## config.mk

```make
export PLATFORM = sky130hd
export DESIGN_NAME = dmem_access_unit
export DESIGN_NICKNAME = d
export VERILOG_FILES = /design/src/rtl/lsu_pkg.sv /design/src/rtl/load_aligner.sv /design/src/rtl/dmem_access_unit.sv
export SDC_FILE = /design/constraint.sdc
export NUM_CORES = 1
export LEC_CHECK = 0
export ABC_AREA = 0
export CORE_UTILIZATION = 47
export DETAILED_ROUTE_END_ITERATION = 6
export GPL_TIMING_DRIVEN = 0
export PLACE_DENSITY_LB_ADDON = 0.15
export SETUP_SLACK_MARGIN = 0.2
export SYNTH_ARGS = -nofsm -noshare
export SYNTH_HDL_FRONTEND = slang
export SYNTH_SLANG_ARGS = --single-unit
```

## constraint.sdc

```tcl
create_clock -name clk -period 3.9 [get_ports clk]
set_input_delay 0.78 -clock clk [delete_from_list [all_inputs] [get_ports clk]]
set_output_delay 0.78 -clock clk [all_outputs]
set_load 0.01 [all_outputs]
```

## src/rtl/lsu_pkg.sv

```systemverilog
// lsu_pkg: shared load codes, access-unit states, store mask constants and the alignment rule.
package lsu_pkg;
    typedef enum logic [2:0] {
        LD_B  = 3'b000,
        LD_H  = 3'b001,
        LD_W  = 3'b010,
        LD_BU = 3'b011,
        LD_HU = 3'b100
    } load_ctrl_e;
    typedef enum logic [1:0] {S_IDLE, S_BUS, S_RESP} dmem_state_e;
    localparam logic [3:0] MASK_LO_H = 4'b0011;
    localparam logic [3:0] MASK_HI_H = 4'b1100;
    localparam logic [3:0] MASK_WORD = 4'b1111;
    // Single-byte stores and byte loads can never be misaligned.
    function automatic logic misaligned(input logic we, input logic [2:0] ctrl, input logic [3:0] mask, input logic [1:0] a);
        if (we)
            return ((mask == MASK_LO_H || mask == MASK_HI_H) && a[0]) || (mask == MASK_WORD && a != 2'b00);
        return (ctrl == LD_H || ctrl == LD_HU) ? a[0] : (ctrl == LD_B || ctrl == LD_BU) ? 1'b0 : a != 2'b00;
    endfunction
endpackage

```

## src/rtl/load_aligner.sv

```systemverilog
// load_aligner: shifts the read word to the addressed lane and sign/zero-extends it.
module load_aligner
    import lsu_pkg::*;
(
    input  logic [31:0] rdata,
    input  logic [1:0]  offset,
    input  logic [2:0]  load_ctrl,
    output logic [31:0] load_data
);
    logic [31:0] word;
    always_comb begin
        word = rdata >> {offset, 3'b000};
        load_data = load_ctrl == LD_B  ? {{24{word[7]}}, word[7:0]} :
                    load_ctrl == LD_BU ? {24'h0, word[7:0]} :
                    load_ctrl == LD_H  ? {{16{word[15]}}, word[15:0]} :
                    load_ctrl == LD_HU ? {16'h0, word[15:0]} : word;
    end
endmodule

```

## src/rtl/dmem_access_unit.sv

```systemverilog
// dmem_access_unit: runs one data-memory transaction at a time over req/ack,
// stalling upstream, with misalignment rejection and bus timeout.
module dmem_access_unit
    import lsu_pkg::*;
#(
    parameter int TIMEOUT_CYCLES = 255
) (
    input  logic        clk,
    input  logic        rst_n,
    input  logic        req_valid,
    input  logic        req_we,
    input  logic [31:0] req_addr,
    input  logic [31:0] req_wdata,
    input  logic [3:0]  req_mask,
    input  logic [2:0]  req_load_ctrl,
    output logic        stall,
    output logic        load_valid,
    output logic [31:0] load_data,
    output logic        misalign,
    output logic        bus_err,
    output logic        bus_req,
    output logic        bus_we,
    output logic [31:0] bus_addr,
    output logic [31:0] bus_wdata,
    output logic [3:0]  bus_be,
    input  logic        bus_ack,
    input  logic [31:0] bus_rdata
);
    localparam int CW = TIMEOUT_CYCLES > 0 ? $clog2(TIMEOUT_CYCLES + 1) : 1;
    localparam logic [CW-1:0] TMAX = CW'(TIMEOUT_CYCLES);
    localparam bit TO_EN = TIMEOUT_CYCLES != 0;
    dmem_state_e state, state_n;
    logic [CW-1:0] cnt;
    logic          we_q, misalign_q, bus_err_q;
    logic [2:0]    ctrl_q;
    logic [1:0]    off_q;
    logic [31:0]   rdata_q;
    logic          accept, bad, timeout;
    load_aligner u_align (.rdata(rdata_q), .offset(off_q), .load_ctrl(ctrl_q), .load_data(load_data));
    // The request presented during a misalign/bus_err pulse is the one just retired, so it is not re-accepted.
    always_comb begin
        bad = misaligned(req_we, req_load_ctrl, req_mask, req_addr[1:0]);
        accept = state == S_IDLE && req_valid && !misalign_q && !bus_err_q;
        timeout = TO_EN && state == S_BUS && !bus_ack && cnt + 1'b1 == TMAX;
        state_n = (state == S_RESP || timeout) ? S_IDLE :
                  (state == S_BUS && bus_ack) ? S_RESP :
                  (accept && !bad) ? S_BUS : state;
        stall = state == S_BUS || accept;
        bus_req = state == S_BUS;
        bus_we = bus_req && we_q;
        load_valid = state == S_RESP && !we_q;
        misalign = misalign_q;
        bus_err = bus_err_q;
    end
    always_ff @(posedge clk) begin
        if (!rst_n) begin
            state <= S_IDLE;
            cnt <= '0;
            we_q <= 1'b0;
            ctrl_q <= '0;
            off_q <= '0;
            rdata_q <= '0;
            misalign_q <= 1'b0;
            bus_err_q <= 1'b0;
            bus_addr <= '0;
            bus_wdata <= '0;
            bus_be <= '0;
        end else begin
            state <= state_n;
            misalign_q <= accept && bad;
            bus_err_q <= timeout;
            cnt <= state == S_BUS ? cnt + 1'b1 : '0;
            if (accept && !bad) begin
                we_q <= req_we;
                ctrl_q <= req_load_ctrl;
                off_q <= req_addr[1:0];
                bus_addr <= {req_addr[31:2], 2'b00};
                bus_wdata <= req_wdata;
                bus_be <= req_we ? req_mask : MASK_WORD;
            end
            if (state == S_BUS && bus_ack)
                rdata_q <= bus_rdata;
        end
    end
endmodule

```

After elaboration in Yosys (flattened, before gate mapping)
Index checks and enable logic that the tools add are counted.
{"block": "classes", "n_addsub": 1, "mul": 0, "div_mod_pow": 0, "n_lt_le_gt_ge": 0, "eq_ne": 12, "n_shift": 1, "muxes": 12, "bitwise": 1, "reduce_logical": 31}
{"cell": "2-to-1 mux 32 bit", "count": 4}
{"cell": "right shift 32 x 5 -> 32 bit", "count": 1}
{"cell": "logical AND 1 bit", "count": 12}
{"cell": "adder 8 x 1 -> 8 bit, second input constant", "count": 1}
{"cell": "equality test 4 bit, second input constant", "count": 2}
{"cell": "equality test 8 bit, second input constant", "count": 1}
{"cell": "equality test 3 x 1 -> 1 bit, second input constant", "count": 2}
{"cell": "equality test 3 x 2 -> 1 bit, second input constant", "count": 2}
{"cell": "equality test 3 bit, second input constant", "count": 2}
{"cell": "logical NOT 3 bit", "count": 2}
{"cell": "logical OR 1 bit", "count": 6}
{"cell": "logical NOT 1 bit", "count": 5}
{"cell": "2-to-1 mux 1 bit", "count": 5}
{"cell": "equality test 4 x 2 -> 1 bit, second input constant", "count": 1}
{"cell": "2-to-1 mux 2 bit", "count": 2}
{"cell": "2-to-1 mux 4 bit", "count": 1}
{"cell": "nonzero test 2 bit", "count": 2}
{"cell": "OR reduction 3 bit", "count": 1}
{"cell": "equality test 2 x 1 -> 1 bit, second input constant", "count": 1}
{"cell": "equality test 2 bit, second input constant", "count": 1}
{"cell": "logical NOT 2 bit", "count": 1}
{"cell": "AND reduction 2 bit", "count": 1}
{"cell": "OR reduction 2 bit", "count": 1}
{"cell": "inverter 1 bit", "count": 1}
{"block": "word_totals", "ff_bits": 116, "latchBits": 0, "mem_bits_rw": 0, "rom_bits": 0, "inputBits": 108, "out_inout_bits": 106, "mem_count": 0}

Longest topological paths before layout
{"block": "depth", "depth_word": 10, "mapped_depth": 8, "depth_no_buf": 6}

Modules after synthesis
Synthesis repeated with hierarchy kept, for this count alone.
{"block": "unflattened", "cells_unflattened": 648, "area_unflattened_um2": 5345.1}
{"module": "dmem_access_unit", "instances": 1, "cells_per_inst": 531, "area_each_um2": 4599.4, "seq_area_each_um2": 2322.2}
{"module": "load_aligner", "instances": 1, "cells_per_inst": 117, "area_each_um2": 745.7, "seq_area_each_um2": 0.0}

Least setup slack after synthesis
No wires, ideal clock.
{"block": "synth_timing", "path_type": "flip-flop to output port", "startpoint": "register off_q[1]", "endpoint": "output load_data[21]", "arrival_time_ps": 1688, "path_slack_ps": 1432, "stages_incl_launch_ff": 8, "cell_sequence": "dfxtp_1 clkbuf_1 nor2b_1 nand2_1 o21ai_0 o22ai_1 clkbuf_1 o21ai_0"}
{"block": "synth_between", "elab_chain_cells": 5}
{"item": "start, declared", "line": "dmem_access_unit.sv:36", "text": "logic [1:0] off_q;"}
{"item": "start signal, assigned", "line": "dmem_access_unit.sv:76", "text": "off_q <= req_addr[1:0];"}
{"item": "right shift 32 x 5 -> 32 bit *", "line": "load_aligner.sv:12", "text": "word = rdata >> {offset, 3'b000};"}
{"item": "2-to-1 mux 32 bit", "line": "load_aligner.sv:16", "text": "load_ctrl == LD_HU ? {16'h0, word[15:0]} : word;"}
{"item": "2-to-1 mux 32 bit", "line": "load_aligner.sv:15", "text": "load_ctrl == LD_H ? {{16{word[15]}}, word[15:0]} :"}
{"item": "2-to-1 mux 32 bit", "line": "load_aligner.sv:14", "text": "load_ctrl == LD_BU ? {24'h0, word[7:0]} :"}
{"item": "2-to-1 mux 32 bit *", "line": "load_aligner.sv:13", "text": "load_data = load_ctrl == LD_B ? {{24{word[7]}}, word[7:0]} :"}
{"item": "end, declared", "line": "dmem_access_unit.sv:18", "text": "output logic [31:0] load_data,"}
Mark *: on every way between the ends. The rest lies on a longest branch, timed or not.

Worst setup path in the final report
{"block": "layout_timing", "startpoint": "register off_q[0]", "endpoint": "output load_data[20]"}
The elaborated chain is that of the path after synthesis.

==> impl_results.md <==
* Detailed-route DRC error count at 0
* Via density at 5.16
* DRT Pass-1 Iters at 5
* Cell breakdown of the critical path: buf_2 > mux2_2 > a21oi_1 > or4_1 > clkbuf_2 > o21ai_0 > clkdlybuf4s50_1
* Sum of buffers and inverters on the critical path at 3
* H-Tree Level Count at 4
* Async SR Flop Fraction at 0%
* Slowest stage cell, crit path: clkdlybuf4s50_1
* Pwr per Cell Area at around 410 nW/um2
* Die Width at around 110 um
* Sink Count at about 120
* Synth Register Bits at 116
* Post-Route WL at around 16000 um
* Final hold vios at 0
* Maxcap violations at 0
* Startpoint types: register
* Largest net degree at the start of global routing at 17
* WL/cell at 15.9 um
* Final Wtd Congestion at 0.901
* Ys flop type: dfxtp_1
* Worst hold path class: register to register
* Hold path start: bus_wdata[0]$_SDFFE_PN0P_
* Worst path max stage delay at 0.59 ns
* Worst R2R Start: state[0]$_SDFFE_PP0P_
* Port Buf Inserts at 210
* Pins Over Slew Limit at 0
* Via count at ~5300
* Slew @ Worst Pin at slightly below 0.7 ns
* Post-CTS Hold Buffers at 0
* Initial Util at between 40% and 50%
* Ant diodes at 0
* Setup TNS at 0 ns
* Worst-path clk slew at about 0.050 ns
* Share of layout cells above drive strength 1 at 6.67%
* Setup repair after global routing missed its margin: yes
* Vias in the first global route at 5446
* Fmax at roughly 280 MHz
* ANT nets after route at 0
* Initial antenna violation count at 0
* Sequential Area at ~2300 um2
* Pwr Total at about 3400 uW
* Layout fillers at just over 800
* Clock Tree Root: clkbuf_16
* Worst rel slew slack at between 50% and 60%
* Seq/Total Area, Yosys at a little over two fifths
* Crit path DAT at roughly 2.7 ns
* Worst setup path startpoint: off_q[0]$_SDFFE_PN0P_
* Tcrit/Tclk final at between 90% and 100%
* CP max FO at 10
* GR Overflow Total at 0
* Number of I/O pins at roughly 210
* Minimum clock period at ~3.5 ns
* GR Util All Layers at between 20% and 30%
* Hpwl dp at ~12000 um
* CTS tree: done
* CP required at about 3.1 ns
* Post-synth EDFFs at 0
* Area of the multi-input gates at about 2800 um2
* Worst-Skew Late Latency at about 0.42 ns
* Fin nets at roughly 1000
* Peak VDD IR at roughly 0.31 mV
* CTS Buffer Depth at 2
* Cells after Synth at approximately 650
* # setup viols final at 0
* CTS buffer count at 17
* WS Path Type: register to output pin
* Outcome: finished clean
* First-pass GRT wire length at between 20000 and 30000 um
* Iter 0 DRT Violations at 286
* Mapped Avg Cell Area at between 8 and 9 um2
* Die Height at roughly 110 um
* Syn Std Cell Area at about 5400 um2
* Leak pwr at about 0.0031 uW
* Site Rows at 38
* Core Area at between 10000 and 15000 um2
* Synth cell types at between 40 and 50
* Clock Skews at 0.0110 ns
* Setup crit end kind: output pin
* Die area at approximately 12000 um2
* CP delay by family, top: buffers and inverters
* Yosys warns at 0
* Layout Area Growth over Synthesis at 53.0%
## state kept, by name, summed over array words and instances (netlist names)
name and flops:
rdata_q 32, cnt 8, off_q 2, ctrl_q 3, bus_wdata 32, misalign 1
state 2, bus_err 1, bus_addr 30, bus_be 4, we_q 1
## report_power, final
| part | leakage, uW | internal (uW) | total, uW | switching, uW |
|---|---|---|---|---|
| Clock | 0.000272 | 910 | 1420 | 512 |
| Combinational | 0.00189 | 352 | 648 | 295 |
| Sequential | 0.000946 | 1260 | 1310 | 47.3 |
## cells by family (layout without fill, tap and decap cells)
kind of cell | count (synthesis) | in the layout | share of synthesized area [%]
AND/OR/NAND/NOR | 262 | 262 | 19.9
flip-flops | 116 | 116 | 43.2
AO/OA/AOI/OAI | 109 | 109 | 13.0
multiplexers | 93 | 93 | 17.5
buffers and inverters | 55 | 293 | 4.54
XOR/XNOR | 8 | 8 | 1.30
adder cells (fa/ha/maj) | 2 | 2 | 0.466
other | 1 | 2 | 0.0698
## final timing paths
check	end	slack (ns)	cells past startpoint
min	bus_wdata[0]$_SDFFE_PN0P_	0.46	2
max reg2reg	rdata_q[31]$_SDFFE_PN0P_	1.79	7
max	load_data[20]	0.39	7
min reg2reg	bus_wdata[0]$_SDFFE_PN0P_	0.46	2
## worst reg2reg max path: cells and delay by family (launching register included)
| kind | cells | cell delay (ns) |
|---|---|---|
| AOI/OAI and AO/OA | 1 | 0.28 |
| buffers and inverters | 3 | 0.94 |
| DFF | 1 | 0.38 |
| and+or+nand+nor | 3 | 0.41 |
## Yosys cell counts (3+ instances only)
| cell | instances | share of area, % |
|---|---|---|
| a21boi_0 | 25 | 3.5 |
| a21boi_1 | 7 | 0.98 |
| a21o_1 | 4 | 0.56 |
| a21oi_1 | 25 | 2.3 |
| and2_1 | 4 | 0.47 |
| buf_1 | 5 | 0.35 |
| buf_2 | 5 | 0.47 |
| buf_6 | 3 | 0.63 |
| clkbuf_1 | 33 | 2.3 |
| dfxtp_1 | 116 | 43 |
| inv_1 | 6 | 0.42 |
| mux2_2 | 8 | 1.7 |
| mux2i_1 | 85 | 16 |
| nand2_1 | 219 | 15 |
| nand3_1 | 3 | 0.28 |
| nor2_1 | 19 | 1.3 |
| nor2b_1 | 3 | 0.35 |
| o21ai_0 | 35 | 3.3 |
| o311a_1 | 4 | 0.75 |
| xnor2_1 | 3 | 0.49 |
| xor2_1 | 5 | 0.82 |
## cells in the final DEF, fill, tap and decap left out, types with 7 or more instances in the layout
cell type / instances
a21boi_0: 25
a21boi_1: 7
mux2_2: 8
mux2i_1: 85
clkbuf_16: 17
clkbuf_1: 31
nor2_1: 19
nand2_1: 219
clkbuf_8: 7
dfxtp_1: 116
o21ai_0: 35
a21oi_1: 24
clkdlybuf4s50_1: 210
## timing repair
action,CTS,global route
pin swaps,0,0
setup endpoints to repair,3,13
gates resized for setup,1,7
setup buffers,0,0
## per-stage QoR
stage	cell area [um2]	cells	hold WS (ns)	util [%]	setup WS, ns
global placement	7650	997	0.441	69.7	0.568
global route	8220	1025	0.472	74.8	0.186
finish	8220	1025	0.456	74.8	0.388
CTS	8200	1025	0.458	74.7	0.277
floorplan	5380	647	0.434	-	1.43
detailed placement	7650	997	0.446	69.7	0.561
## metal layers
layer  up-vias  global-route usage [%]  wire [um]
met5         -                       0          0
met4         0                    13.9        560
met3        46                    11.2       1440
met2       203                    49.5       7980
met1      2430                    30.6       6280
li1       2614                       -          -
## cell type report
class	instances	area share (%)
clock buffers	24	6.35
well taps	140	2.13
repair buffers	210	25.6
flip-flops and latches	116	28.3
plain buffers	49	2.73
multi-input cells	476	34.4
inverters	6	0.274
clock inverters	4	0.274
(Power assumes the default switching activity.)
==> RTL change 1 (same settings) <==
The 3 states of `dmem_state_e` get a one-hot encoding in 3 bits.
--- a/src/rtl/lsu_pkg.sv
+++ b/src/rtl/lsu_pkg.sv
@@ -9,3 +9,3 @@
     } load_ctrl_e;
-    typedef enum logic [1:0] {S_IDLE, S_BUS, S_RESP} dmem_state_e;
+    typedef enum logic [2:0] {S_IDLE = 3'b001, S_BUS = 3'b010, S_RESP = 3'b100} dmem_state_e;
     localparam logic [3:0] MASK_LO_H = 4'b0011;
Formal check against the unedited RTL: same outputs for any inputs over 4 cycles, from zero or initial values and one cycle with rst_n low; so few cycles prove little.
==> RTL change 1 against the unedited design <==
  * Design area grew 0.55%
  * Highest routed layer unchanged
  * Routed wire length shrank 0.76%
  * Critical endpoint is now load_data[25]
  * Largest power group unchanged
  * Worst setup slack lost 0.13 ns
  * Sequential share of layout area grew 0.088 points
  * Power grew 4.4%
  * Synthesized area shrank 0.33%
  * Count of clock-buffer cells in the layout shrank 1
  * Sequential cell count grew 1
==> RTL change 1: results (changes against the unedited design) <==
- Status: completed (unchanged)
- Crit-path leading delay family: buffers and inverters (unchanged)
- Dominant cells by area after synthesis: dfxtp_1 (44%), mux2i_1 (17%), nand2_1 (15%) (was dfxtp_1 (43%), mux2i_1 (16%), nand2_1 (15%))
- Pre-Repair DR Iteration Count: 4 (was 5)
- Routability Congestion: 0.894 (was 0.901)
- Final Skew: 0.00572 ns (was 0.0110 ns)
- Post-place instance area: 7640 sq um (was 7650 sq um)
- Fillcell total: 840 (was 819)
- Layout cells sized above 1: 6.75% (was 6.67%)
- Post-synth top cells: nand2_1 (220), dfxtp_1 (117), mux2i_1 (90), a21oi_1 (61) (was nand2_1 (219), dfxtp_1 (116), mux2i_1 (85), o21ai_0 (35), clkbuf_1 (33))
- Sequential cell area fraction in the yosys report: 43.7% (was 43.2%)
- Dpl hpwl: 11900 um (was 12300 um)
- Via/cell ratio: 5.19 (was 5.16)
- DP Worst Slack: 0.739 ns (was 0.561 ns)
- Clk buf depth: 2 (unchanged)
- H-tree levels: 4 (unchanged)
- CP Max Fanout: 10 (unchanged)
- Worst-Skew Late Latency: 0.41 ns
- CTS Buf Count: 17 (unchanged)
- Routed Wire Length: 16100 um (was 16300 um)
- Biggest regs: bus_wdata x32, rdata_q x32, bus_addr x30 (unchanged)
- Netlist cell types: 43 (was 46)
- Headroom to the max-slew limit: 52.0% (was 53.7%)
- Yosys Warn Count: 0 (unchanged)
- Largest net degree at the start of global routing: 17 (unchanged)
- Count of input and output buffers: 211 (was 210)
- Global Route Usage Sum: 27.6% (was 28.7%)
- Post-synth ARST share: 0% (unchanged)
- Worst Reg-to-Reg Cells: 6 (was 7)
- Worst Hold Path Cells: 2 (unchanged)
- Leak: 3.08 nW (was 3.11 nW)
- Worst path max stage delay: 0.52 ns (was 0.59 ns)
- Mapped Cells: 660 (was 646)
- First-pass GRT wire length: 25200 um (was 25900 um)
- Fin nets: 1001 (was 986)
- Ant diodes: 0 (unchanged)
- Clock slew at reported path FFs: 0.05 ns (about the same)
- Worst IR drop on VDD: 0.454 mV (was 0.313 mV)
- Initial drt markers: 354 (was 286)
- Root Buffer: clkbuf_16 (unchanged)
- Initial antenna violation count: 0 (unchanged)
- Top FF cell, synth: dfxtp_1 (unchanged)
- Vias: 5419 (was 5293)
- Worst min path class: reg -> reg (unchanged)
- Slowest-stage cell, CP: clkdlybuf4s50_1 (unchanged)
## RTL change 1: final cells by class
type	count	area [sq um]	share of cell area [%]
Inverter	8	30.0	0.363
Buffer	50	240	2.91
Timing Repair Buffer	211	2110	25.6
Clock inverter	9	125	1.51
Sequential cell	117	2340	28.4
Tap cell	140	175	2.12
Multi-Input combinational cell	486	2760	33.4
Clock buffer	23	478	5.79
## RTL change 1: path summary, 6_finish.rpt
check / start / endpoint / slack [ns]
worst max-delay path: off_q[0] / load_data[25] / 0.26
worst min-delay path: rdata_q[5] / rdata_q[5] / 0.46
worst max register to register: state[1] / rdata_q[23] / 1.91
worst min register to register: rdata_q[5] / rdata_q[5] / 0.46
## RTL change 1: kinds of logic after synthesis
family	after synthesis	share of synthesized area (%)
fa+ha+maj	2	0.467
other cells	1	0.0700
compound gates	110	11.1
buf+inv	58	4.98
flops	117	43.7
simple gates	269	20.4
xor+xnor	5	0.818
mux	98	18.5
## RTL change 1: layer usage
metal	track usage [%]	part of all wire (%)
met3	11.1	8.8
met4	10.2	1.8
met5	0	0
met2	47.9	50
met1	30.3	39
## RTL change 1: worst register-to-register path: stages, from the launching register on
cell,delay [ns]
dfxtp_1,0.37
nor3b_1,0.61
and2_1,0.22
clkbuf_1,0.23
buf_2,0.28
nand2_1,0.10
a21oi_1,0.12
## RTL change 1: repair_timing
action | in CTS | in global routing
buffers inserted | 0 | 0
endpoints found under the hold margin | 0 | 0
endpoints found under the setup margin | 0 | 11
gates resized for setup | 0 | 8
## RTL change 1: power by group
part           switching [mW]  total [mW]  internal, mW
logic                   0.290       0.628         0.338
registers              0.0432        1.31          1.27
clock network           0.535        1.58          1.05
==> RTL change 2 (same flow settings) <==
Made on the original files. Change the parameter `TIMEOUT_CYCLES` from 255 to 510.
--- a/src/rtl/dmem_access_unit.sv
+++ b/src/rtl/dmem_access_unit.sv
@@ -5,3 +5,3 @@
 #(
-    parameter int TIMEOUT_CYCLES = 255
+    parameter int TIMEOUT_CYCLES = 510
 ) (
Formal check against the unedited RTL: no difference found for any inputs over 4 cycles, from zero or initial values and one cycle with rst_n low; that may be too few to reach the edited logic, so the function may still have changed.
==> RTL change 2 against the unedited design <==
  * Critical endpoint is now load_data[26]
  * Hold slack improved by 0.0038 ns
  * First-iteration DRC count rose by 57%
  * Synthesized area fell by 2.2%
  * Combinational power rose by 13%
  * Worst setup slack got worse by 0.067 ns
  * Design area fell by 0.17%
  * Routed wire length rose by 13%
  * Largest power group unchanged
  * Critical path type unchanged
  * Sequential cell count rose by 1
  * Power rose by 7.7%
  * Fmax fell by 1.9%
==> RTL change 2: results (changes against the unedited design) <==
- Status: completed (unchanged)
- Post-CTS setup buffer count: 0 (unchanged)
- Via/cell ratio: 5.62 (was 5.16)
- Comb_multi_in: 487 (was 476)
- Post-synthesis mux area share: 4.76% (was 17.5%)
- Reg power frac: 36.2% (was 38.7%)
- Dpl hpwl: 13000 um (was 12300 um)
- Clock Power: 1.59 mW (was 1.42 mW)
- Worst reg2reg startpoint: cnt[0] (was state[0])
- Synth Register Bits: 117 (was 116)
- Area share of xor/xnor cells in the synthesized design: 1.33% (was 1.30%)
- CTS resizes: 4 (was 1)
- Hold worst-path end: rdata_q[2] (was bus_wdata[0])
- Clk tree area frac: 7.34% (was 6.62%)
- Reg-to-Reg End: state[0] (was rdata_q[31])
- Post-synthesis compound-gate area fraction: 25.0% (was 13.0%)
- Initial drt markers: 448 (was 286)
- Synthesized-area fraction occupied by adder cells: 0.690% (was 0.466%)
- Root Buffer: clkbuf_8 (was clkbuf_16)
- Routability Congestion: 0.943 (was 0.901)
- Worst IR drop on VDD: 0.342 mV (was 0.313 mV)
- Final Skew: 0.00428 ns (was 0.0110 ns)
- Dominant cells by area after synthesis: dfxtp_1 (45%), a21oi_1 (12%), o21ai_0 (9.3%) (was dfxtp_1 (43%), mux2i_1 (16%), nand2_1 (15%))
- Crit path launch: ctrl_q[1] (was off_q[0])
- Vias in the first global route: 5841 (was 5446)
- Crit path DAT: 2.80 ns (was 2.73 ns)
- Slew of the pin with the lowest slew margin: 0.597 ns (was 0.689 ns)
- Fillcell total: 814 (was 819)
- Hold path start: rdata_q[2] (was bus_wdata[0])
- Drt wl/cell: 17.4 um (was 15.9 um)
- Tot Pwr: 3.64 mW (was 3.38 mW)
- Worst path max stage delay: 0.57 ns (was 0.59 ns)
- Sequential cell area fraction in the yosys report: 44.6% (was 43.2%)
- Multi-input gate share of total cell area: 32.2% (was 34.4%)
- Global Route Usage Sum: 31.8% (was 28.7%)
- Inverters: 10 (was 6)
- Critical Path Sink: load_data[26] (was load_data[20])
- Worst Reg-to-Reg Cells: 5 (was 7)
[RTL change 2: changes by cell type in the layout (fill, tap and decap cells not counted), sizes merged, moves of 5 or more]
cell and change:
clkbuf +12, a21boi -32, o21ai +65, mux2i -69, dlymetal6s2s +5, nand3 +70
a21oi +105, nand2 -137, clkdlybuf4s50 -5
[RTL change 2: metal layers]
layer / track usage (%) / share of wire (%)
met1: 37.2 / 42
met2: 53.2 / 48
met3: 11.1 / 7.8
met4: 11.9 / 2.0
met5: 0 / 0
[RTL change 2: per-stage QoR]
stage          area [sq um]  setup slack (ns)  hold WS (ns)  instances  util [%]
2_1_floorplan          5260              1.52         0.436        677         -
3_3_place_gp           7540             0.575         0.443       1027      69.2
3_5_place_dp           7540             0.552         0.450       1027      69.2
4_1_cts                8160             0.234         0.457       1059      74.9
5_1_grt                8200             0.179         0.481       1061      75.3
6_report               8200             0.321         0.460       1061      75.3
